===== src/rtl/bp_cce_fill_sender_pkg.sv =====
// Shared BedRock LCE fill/resp message types and processor-config widths for the CCE fill sender.
package bp_cce_fill_sender_pkg;

  localparam int unsigned paddr_width_gp     = 40;
  localparam int unsigned lce_id_width_gp    = 4;
  localparam int unsigned cce_id_width_gp    = 4;
  localparam int unsigned lce_assoc_gp       = 8;
  localparam int unsigned lce_assoc_width_gp = $clog2(lce_assoc_gp);

  typedef enum logic [2:0] {
    e_COH_I = 3'd0,
    e_COH_S = 3'd1,
    e_COH_E = 3'd2,
    e_COH_F = 3'd3,
    e_COH_M = 3'd6,
    e_COH_O = 3'd7
  } bp_coh_states_e;

  typedef enum logic [3:0] {
    e_bedrock_fill_normal = 4'd0,
    e_bedrock_fill_data   = 4'd1,
    e_bedrock_fill_inv    = 4'd2
  } bp_bedrock_fill_type_e;

  typedef enum logic [3:0] {
    e_bedrock_resp_sync    = 4'd0,
    e_bedrock_resp_inv_ack = 4'd1,
    e_bedrock_resp_coh_ack = 4'd2,
    e_bedrock_resp_wb      = 4'd3,
    e_bedrock_resp_null_wb = 4'd4
  } bp_bedrock_resp_type_e;

  // Encoded as log2(bytes)
  typedef enum logic [2:0] {
    e_bedrock_msg_size_1   = 3'd0,
    e_bedrock_msg_size_2   = 3'd1,
    e_bedrock_msg_size_4   = 3'd2,
    e_bedrock_msg_size_8   = 3'd3,
    e_bedrock_msg_size_16  = 3'd4,
    e_bedrock_msg_size_32  = 3'd5,
    e_bedrock_msg_size_64  = 3'd6,
    e_bedrock_msg_size_128 = 3'd7
  } bp_bedrock_msg_size_e;

  typedef struct packed {
    logic [lce_id_width_gp-1:0]    dst_id;
    logic [cce_id_width_gp-1:0]    src_id;
    logic [lce_assoc_width_gp-1:0] way_id;
    bp_coh_states_e                state;
  } bp_bedrock_fill_payload_s;

  typedef struct packed {
    bp_bedrock_fill_payload_s    payload;
    bp_bedrock_msg_size_e        size;
    logic [paddr_width_gp-1:0]   addr;
    bp_bedrock_fill_type_e       msg_type;
  } bp_bedrock_fill_header_s;

  typedef struct packed {
    logic [cce_id_width_gp-1:0] dst_id;
    logic [lce_id_width_gp-1:0] src_id;
  } bp_bedrock_resp_payload_s;

  typedef struct packed {
    bp_bedrock_resp_payload_s    payload;
    bp_bedrock_msg_size_e        size;
    logic [paddr_width_gp-1:0]   addr;
    bp_bedrock_resp_type_e       msg_type;
  } bp_bedrock_resp_header_s;

  function automatic int unsigned safe_clog2(input int unsigned x);
    return (x <= 1) ? 1 : $clog2(x);
  endfunction

endpackage


===== src/rtl/bp_cce_fill_sender_wrap.sv =====
// Beat counter for a wraparound burst: full_o counts beats sent, wrap_o is the block-relative index.
module bp_cce_fill_sender_wrap
  import bp_cce_fill_sender_pkg::*;
  #(parameter int unsigned max_val_p = 7,
    parameter int unsigned width_p   = safe_clog2(max_val_p + 1))
  (input  logic               clk_i,
   input  logic               reset_i,
   input  logic [width_p-1:0] size_i,
   input  logic               set_i,
   input  logic [width_p-1:0] val_i,
   input  logic               en_i,
   output logic [width_p-1:0] wrap_o,
   output logic [width_p-1:0] full_o);

  logic [width_p-1:0] base_q, base_d;
  logic [width_p-1:0] cnt_q, cnt_d;

  always_comb begin
    base_d = base_q;
    cnt_d  = cnt_q;
    if (set_i) begin
      base_d = val_i;
      cnt_d  = '0;
    end else if (en_i) begin
      cnt_d = cnt_q + width_p'(1);
    end
  end

  always_ff @(posedge clk_i or posedge reset_i) begin
    if (reset_i) begin
      base_q <= '0;
      cnt_q  <= '0;
    end else begin
      base_q <= base_d;
      cnt_q  <= cnt_d;
    end
  end

  // Bits above size_i stay fixed; bits inside wrap modulo the burst length
  assign wrap_o = (base_q & ~size_i) | ((base_q + cnt_q) & size_i);
  assign full_o = cnt_q;

endmodule


===== src/rtl/bp_cce_fill_sender.sv =====
// CCE-side LCE fill transmitter: header, wraparound data burst, then wait for the LCE coh_ack.
// Optional build macro BP_CCE_FILL_ACK_CHECK_EN: only acks matching the latched LCE and block complete.
module bp_cce_fill_sender
  import bp_cce_fill_sender_pkg::*;
  #(parameter int unsigned block_width_p = 512,
    parameter int unsigned fill_width_p  = 64)
  (input  logic                          clk_i,
   input  logic                          reset_i,
   input  logic [cce_id_width_gp-1:0]    cce_id_i,
   input  logic                          fill_v_i,
   output logic                          fill_ready_and_o,
   input  logic [paddr_width_gp-1:0]     fill_addr_i,
   input  logic [lce_id_width_gp-1:0]    fill_lce_id_i,
   input  logic [lce_assoc_width_gp-1:0] fill_way_id_i,
   input  bp_coh_states_e                fill_state_i,
   input  logic [block_width_p-1:0]      fill_data_i,
   output bp_bedrock_fill_header_s       lce_fill_header_o,
   output logic                          lce_fill_header_v_o,
   input  logic                          lce_fill_header_ready_and_i,
   output logic                          lce_fill_has_data_o,
   output logic [fill_width_p-1:0]       lce_fill_data_o,
   output logic                          lce_fill_data_v_o,
   input  logic                          lce_fill_data_ready_and_i,
   output logic                          lce_fill_last_o,
   input  bp_bedrock_resp_header_s       lce_resp_header_i,
   input  logic                          lce_resp_header_v_i,
   output logic                          lce_resp_header_ready_and_o,
   output logic                          fill_done_o,
   output logic                          ack_error_o);

  localparam int unsigned fill_bytes_lp         = fill_width_p / 8;
  localparam int unsigned block_size_in_fill_lp = block_width_p / fill_width_p;
  localparam int unsigned fill_select_width_lp  = safe_clog2(block_size_in_fill_lp);
  localparam int unsigned fill_offset_lp        = $clog2(fill_bytes_lp);
  localparam int unsigned block_offset_lp       = $clog2(block_width_p / 8);
  localparam logic [fill_select_width_lp-1:0] last_cnt_lp =
    fill_select_width_lp'(block_size_in_fill_lp - 1);

  typedef enum logic [1:0] {e_ready, e_header, e_data, e_wait_ack} state_e;

  state_e                                              state_q, state_d;
  logic [paddr_width_gp-1:0]                           addr_q, addr_d;
  logic [lce_id_width_gp-1:0]                          lce_q, lce_d;
  logic [lce_assoc_width_gp-1:0]                       way_q, way_d;
  bp_coh_states_e                                      coh_q, coh_d;
  logic [block_size_in_fill_lp-1:0][fill_width_p-1:0]  data_q, data_d;

  logic                            cnt_set, cnt_en;
  logic [fill_select_width_lp-1:0] first_c, wrap_cnt, full_cnt;
  logic                            ack_c, ack_match_c;
  logic                            resp_unused;

  assign first_c = (block_size_in_fill_lp > 1)
                 ? fill_addr_i[fill_offset_lp +: fill_select_width_lp] : '0;
  assign ack_c   = lce_resp_header_v_i && (lce_resp_header_i.msg_type == e_bedrock_resp_coh_ack);
  assign resp_unused = ^lce_resp_header_i;

`ifdef BP_CCE_FILL_ACK_CHECK_EN
  logic err_q, err_d;
  assign ack_match_c = (lce_resp_header_i.payload.src_id == lce_q)
    && (lce_resp_header_i.addr[paddr_width_gp-1:block_offset_lp] == addr_q[paddr_width_gp-1:block_offset_lp]);
  assign ack_error_o = err_q;
`else
  assign ack_match_c = 1'b1;
  assign ack_error_o = 1'b0;
`endif

  bp_cce_fill_sender_wrap
    #(.max_val_p(block_size_in_fill_lp - 1), .width_p(fill_select_width_lp))
    u_wrap
     (.clk_i   (clk_i),
      .reset_i (reset_i),
      .size_i  (last_cnt_lp),
      .set_i   (cnt_set),
      .val_i   (first_c),
      .en_i    (cnt_en),
      .wrap_o  (wrap_cnt),
      .full_o  (full_cnt));

  // Next-state and Moore outputs; fill_done_o is the only output qualified by an inbound valid
  always_comb begin
    state_d = state_q;
    addr_d  = addr_q;
    lce_d   = lce_q;
    way_d   = way_q;
    coh_d   = coh_q;
    data_d  = data_q;
`ifdef BP_CCE_FILL_ACK_CHECK_EN
    err_d   = err_q;
`endif
    cnt_set                     = 1'b0;
    cnt_en                      = 1'b0;
    fill_ready_and_o            = 1'b0;
    lce_fill_header_v_o         = 1'b0;
    lce_fill_data_v_o           = 1'b0;
    lce_resp_header_ready_and_o = 1'b0;
    fill_done_o                 = 1'b0;

    case (state_q)
      e_ready: begin
        fill_ready_and_o = 1'b1;
        if (fill_v_i) begin
          addr_d  = fill_addr_i;
          lce_d   = fill_lce_id_i;
          way_d   = fill_way_id_i;
          coh_d   = fill_state_i;
          data_d  = fill_data_i;
          cnt_set = 1'b1;
          state_d = e_header;
        end
      end
      e_header: begin
        lce_fill_header_v_o = 1'b1;
        if (lce_fill_header_ready_and_i) state_d = e_data;
      end
      e_data: begin
        lce_fill_data_v_o = 1'b1;
        if (lce_fill_data_ready_and_i) begin
          cnt_en = 1'b1;
          if (full_cnt == last_cnt_lp) state_d = e_wait_ack;
        end
      end
      e_wait_ack: begin
        lce_resp_header_ready_and_o = 1'b1;
        if (ack_c) begin
          if (ack_match_c) begin
            fill_done_o = 1'b1;
            state_d     = e_ready;
          end
`ifdef BP_CCE_FILL_ACK_CHECK_EN
          else begin
            err_d = 1'b1;
          end
`endif
        end
      end
      default: state_d = e_ready;
    endcase

    lce_fill_header_o                = '0;
    lce_fill_header_o.msg_type       = e_bedrock_fill_data;
    lce_fill_header_o.addr           = addr_q;
    lce_fill_header_o.size           = bp_bedrock_msg_size_e'(3'(block_offset_lp));
    lce_fill_header_o.payload.dst_id = lce_q;
    lce_fill_header_o.payload.src_id = cce_id_i;
    lce_fill_header_o.payload.way_id = way_q;
    lce_fill_header_o.payload.state  = coh_q;
    lce_fill_has_data_o              = lce_fill_header_v_o;
    lce_fill_data_o                  = data_q[wrap_cnt];
    lce_fill_last_o                  = (state_q == e_data) && (full_cnt == last_cnt_lp);
  end

  always_ff @(posedge clk_i or posedge reset_i) begin
    if (reset_i) begin
      state_q <= e_ready;
      addr_q  <= '0;
      lce_q   <= '0;
      way_q   <= '0;
      coh_q   <= e_COH_I;
      data_q  <= '0;
`ifdef BP_CCE_FILL_ACK_CHECK_EN
      err_q   <= 1'b0;
`endif
    end else begin
      state_q <= state_d;
      addr_q  <= addr_d;
      lce_q   <= lce_d;
      way_q   <= way_d;
      coh_q   <= coh_d;
      data_q  <= data_d;
`ifdef BP_CCE_FILL_ACK_CHECK_EN
      err_q   <= err_d;
`endif
    end
  end

endmodule


===== config.mk =====
export PLATFORM = sky130hd
export DESIGN_NAME = bp_cce_fill_sender
export DESIGN_NICKNAME = d
export VERILOG_FILES = /design/src/rtl/bp_cce_fill_sender_pkg.sv /design/src/rtl/bp_cce_fill_sender_wrap.sv /design/src/rtl/bp_cce_fill_sender.sv
export SDC_FILE = /design/constraint.sdc
export NUM_CORES = 1
export LEC_CHECK = 0
export ABC_CLOCK_PERIOD_IN_PS = 16450
export BUFFER_PORTS_ARGS = -buffer_cell sky130_fd_sc_hd__buf_2
export CORE_AREA = 2 2 297 299
export CTS_CLUSTER_DIAMETER = 200
export DETAILED_ROUTE_END_ITERATION = 10
export DIE_AREA = 0 0 299 301
export PLACE_DENSITY = 0.61
export SETUP_SLACK_MARGIN = 0.05
export SLEW_MARGIN = 30
export SYNTH_ARGS = -nofsm -noshare
export SYNTH_HDL_FRONTEND = slang
export SYNTH_SLANG_ARGS = --single-unit

===== constraint.sdc =====
create_clock -name clk_i -period 16.45 [get_ports clk_i]
set_input_delay 0.8225 -clock clk_i [delete_from_list [all_inputs] [get_ports clk_i]]
set_output_delay 0.8225 -clock clk_i [all_outputs]
set_load 0.01 [all_outputs]

==> impl_metrics.json <==
{
  "clk_pin_slew_ns": 0.06,
  "cts_tree": "done",
  "crit_arrival_ns": 4.83,
  "yosys_warnings": 0,
  "maxCapViolCount": 0,
  "grt_pass1_vias": 17360,
  "area_delta_synth_final_pct": 26.8,
  "place.gp.congestion": 0.831,
  "power_density_mw_per_mm2": 249,
  "hp-class": "in2async",
  "fin_util_pct": 37.1,
  "ios": 760,
  "cts_sinks": 567,
  "fin_crit_ns": 5.65,
  "tns_ns": 0,
  "drtIter0Drc": 593,
  "status": "finished clean",
  "io_buffer_count": 692,
  "clock_path_buffers": 3,
  "final-hold-violation-count": 0,
  "avgSynthCellArea_um2": 17.2,
  "critPathKind": "reg2out",
  "via_count": 15465,
  "synth_cell_type_count": 25,
  "final_nets": 2787,
  "critical_path_required_ns": 15.63,
  "final_common_cell": "buf_2",
  "clk_latency_ns": 0.59,
  "reg2reg_depth": 7,
  "fill_cells": 8252,
  "rsz0062_at_grt": "false",
  "drtPass1Iterations": 4,
  "cts_max_level": 3,
  "grt_usage_pct": 14.8,
  "yosysTopAreaCell": "dfrtp_1",
  "layout_common_cells": "692 x buf_2, 567 x dfrtp_1, 566 x mux2_2",
  "worstMarginPinSlew_ns": 0.935,
  "die_y_um": 301,
  "die_w_um": 299,
  "die_area_mm2": 0.0900,
  "path_max_fanout": 38,
  "wire_per_inst_um": 20.2,
  "synth_top_area_share_pct": 56.1,
  "start_util_pct": 29.3,
  "whs_ns": 0.318,
  "ys_ff_latch": 567,
  "final_max_slew_viol_count": 0,
  "drive_gt1_share_pct": 71.3,
  "max_freq_mhz": 177,
  "ctsResizeCount": 0,
  "drc_errors": 0,
  "cts_setup_buffers": 0,
  "ir_worst_vdd_mv": 0.200,
  "fin_skew_ns": 0.0179,
  "endpoint_kind": "output pin",
  "vias_per_cell": 4.58,
  "clk_root_buffer_cell": "clkbuf_16",
  "overflow": 0,
  "setup_viol": 0,
  "numCtsBuffers": 66,
  "syn_area_mm2": 0.0253,
  "dp_hpwl_um": 50100,
  "relSlewSlack_pct": 37.7,
  "worst_slack_ns": 10.80,
  "post_dp_cell_area_mm2": 0.0298,
  "ys_seq_area_share_pct": 56.1,
  "fin_area_mm2": 0.0321,
  "rows": 108,
  "timing.final.crit_share_pct": 34.3,
  "ant_nets": 0,
  "synthTopCellsByArea": "dfrtp_1 56%, mux2_2 25%, mux4_2 11%",
  "multi_input_area_mm2": 0.0105,
  "cts_hold_buf": 0,
  "pre_cts_ws_ns": 11.25,
  "p_leak_nw": 14.3,
  "syn-instance-count": 1473,
  "wirelength_um": 68300,
  "grt_first_pass_wirelength_um": 103000,
  "grt_max_degree": 173,
  "seq_area_mm2": 0.0142,
  "coreArea_mm2": 0.0865,
  "startpoint_type": "flop",
  "antenna_found_initial": 39
}
[final timing paths]
| path | startpoint | end | slack, ns |
|---|---|---|---|
| max | u_wrap.full_o[0] | lce_fill_data_o[40] | 10.80 |
| min | reset_i | addr_q[10] | 0.32 |
| min reg2reg | data_q[201] | data_q[201] | 0.50 |
| max in group asynchronous | reset_i | data_q[24] | 12.90 |
| min in group clk_i | fill_addr_i[4] | addr_q[4] | 0.43 |
| max reg2reg | state_q[0] | data_q[18] | 11.76 |
[cell families after synthesis]
logic type | count (synthesis) | synth area share, %
multiplexers | 754 | 40.2
flip-flops | 567 | 56.1
buffers and inverters | 118 | 2.66
AND/OR/NAND/NOR | 15 | 0.292
adder cells (fa/ha/maj) | 8 | 0.425
AO/OA/AOI/OAI | 6 | 0.153
XOR/XNOR | 3 | 0.208
other | 2 | 0.0297
[Yosys cell counts (all sizes together)]
master and number:
and2 2, nand2 6, ha 7, nor2 2, mux2 626, a22oi 1, xor2 2, buf 110
inv 8, fa 1, conb 2, nand3b 1, nor4b 1, a32oi 1, a21oi 2, o21ai 1
xnor2 1, dfrtp 567, mux4 128, nand3 3, o31ai 1
[per-layer routing]
metal	track usage [%]	part of all wire, %
met1	17.5	39
met4	5.19	3.1
met5	0	0.22
met2	25.1	50
met3	5.07	7.9
[metrics by stage]
stage / total power, mW / cells
6_report: 7.98 / 3379
5_1_grt: 8.47 / 3375
4_1_cts: 8.14 / 3355
3_5_place_dp: 6.64 / 3238
3_3_place_gp: 6.50 / 3237
2_1_floorplan: 5.41 / 1479
[power breakdown]
group	switching [mW]	internal, mW
clock network	0.600	0.851
logic	1.72	2.32
registers	0.362	2.12
total	2.68	5.29
[worst max-delay path: stages (launching register included)]
cell	delay, ns
dfrtp_1	0.43
ha_4	0.15
inv_1	0.04
fa_4	1.18
buf_4	0.57
buf_4	0.68
mux4_2	0.67
mux2_4	0.29
buf_2	0.15
[area by class of cell]
type | count | share of cell area [%]
diodes | 23 | 0.179
clock buffers | 99 | 5.88
clock inverters | 18 | 0.792
inverters | 8 | 0.105
multi-input cells | 794 | 32.7
flip-flops and latches | 567 | 44.2
well taps | 1155 | 4.51
repair buffers | 715 | 11.6
[sequential cells by signal (all words and copies together) (netlist names)]
name,flops
u_wrap.full_o,3
way_q,3
lce_q,4
data_q,512
coh_q,3
state_q,2
addr_q,40
No activity file was read; power rests on OpenSTA's default activity.
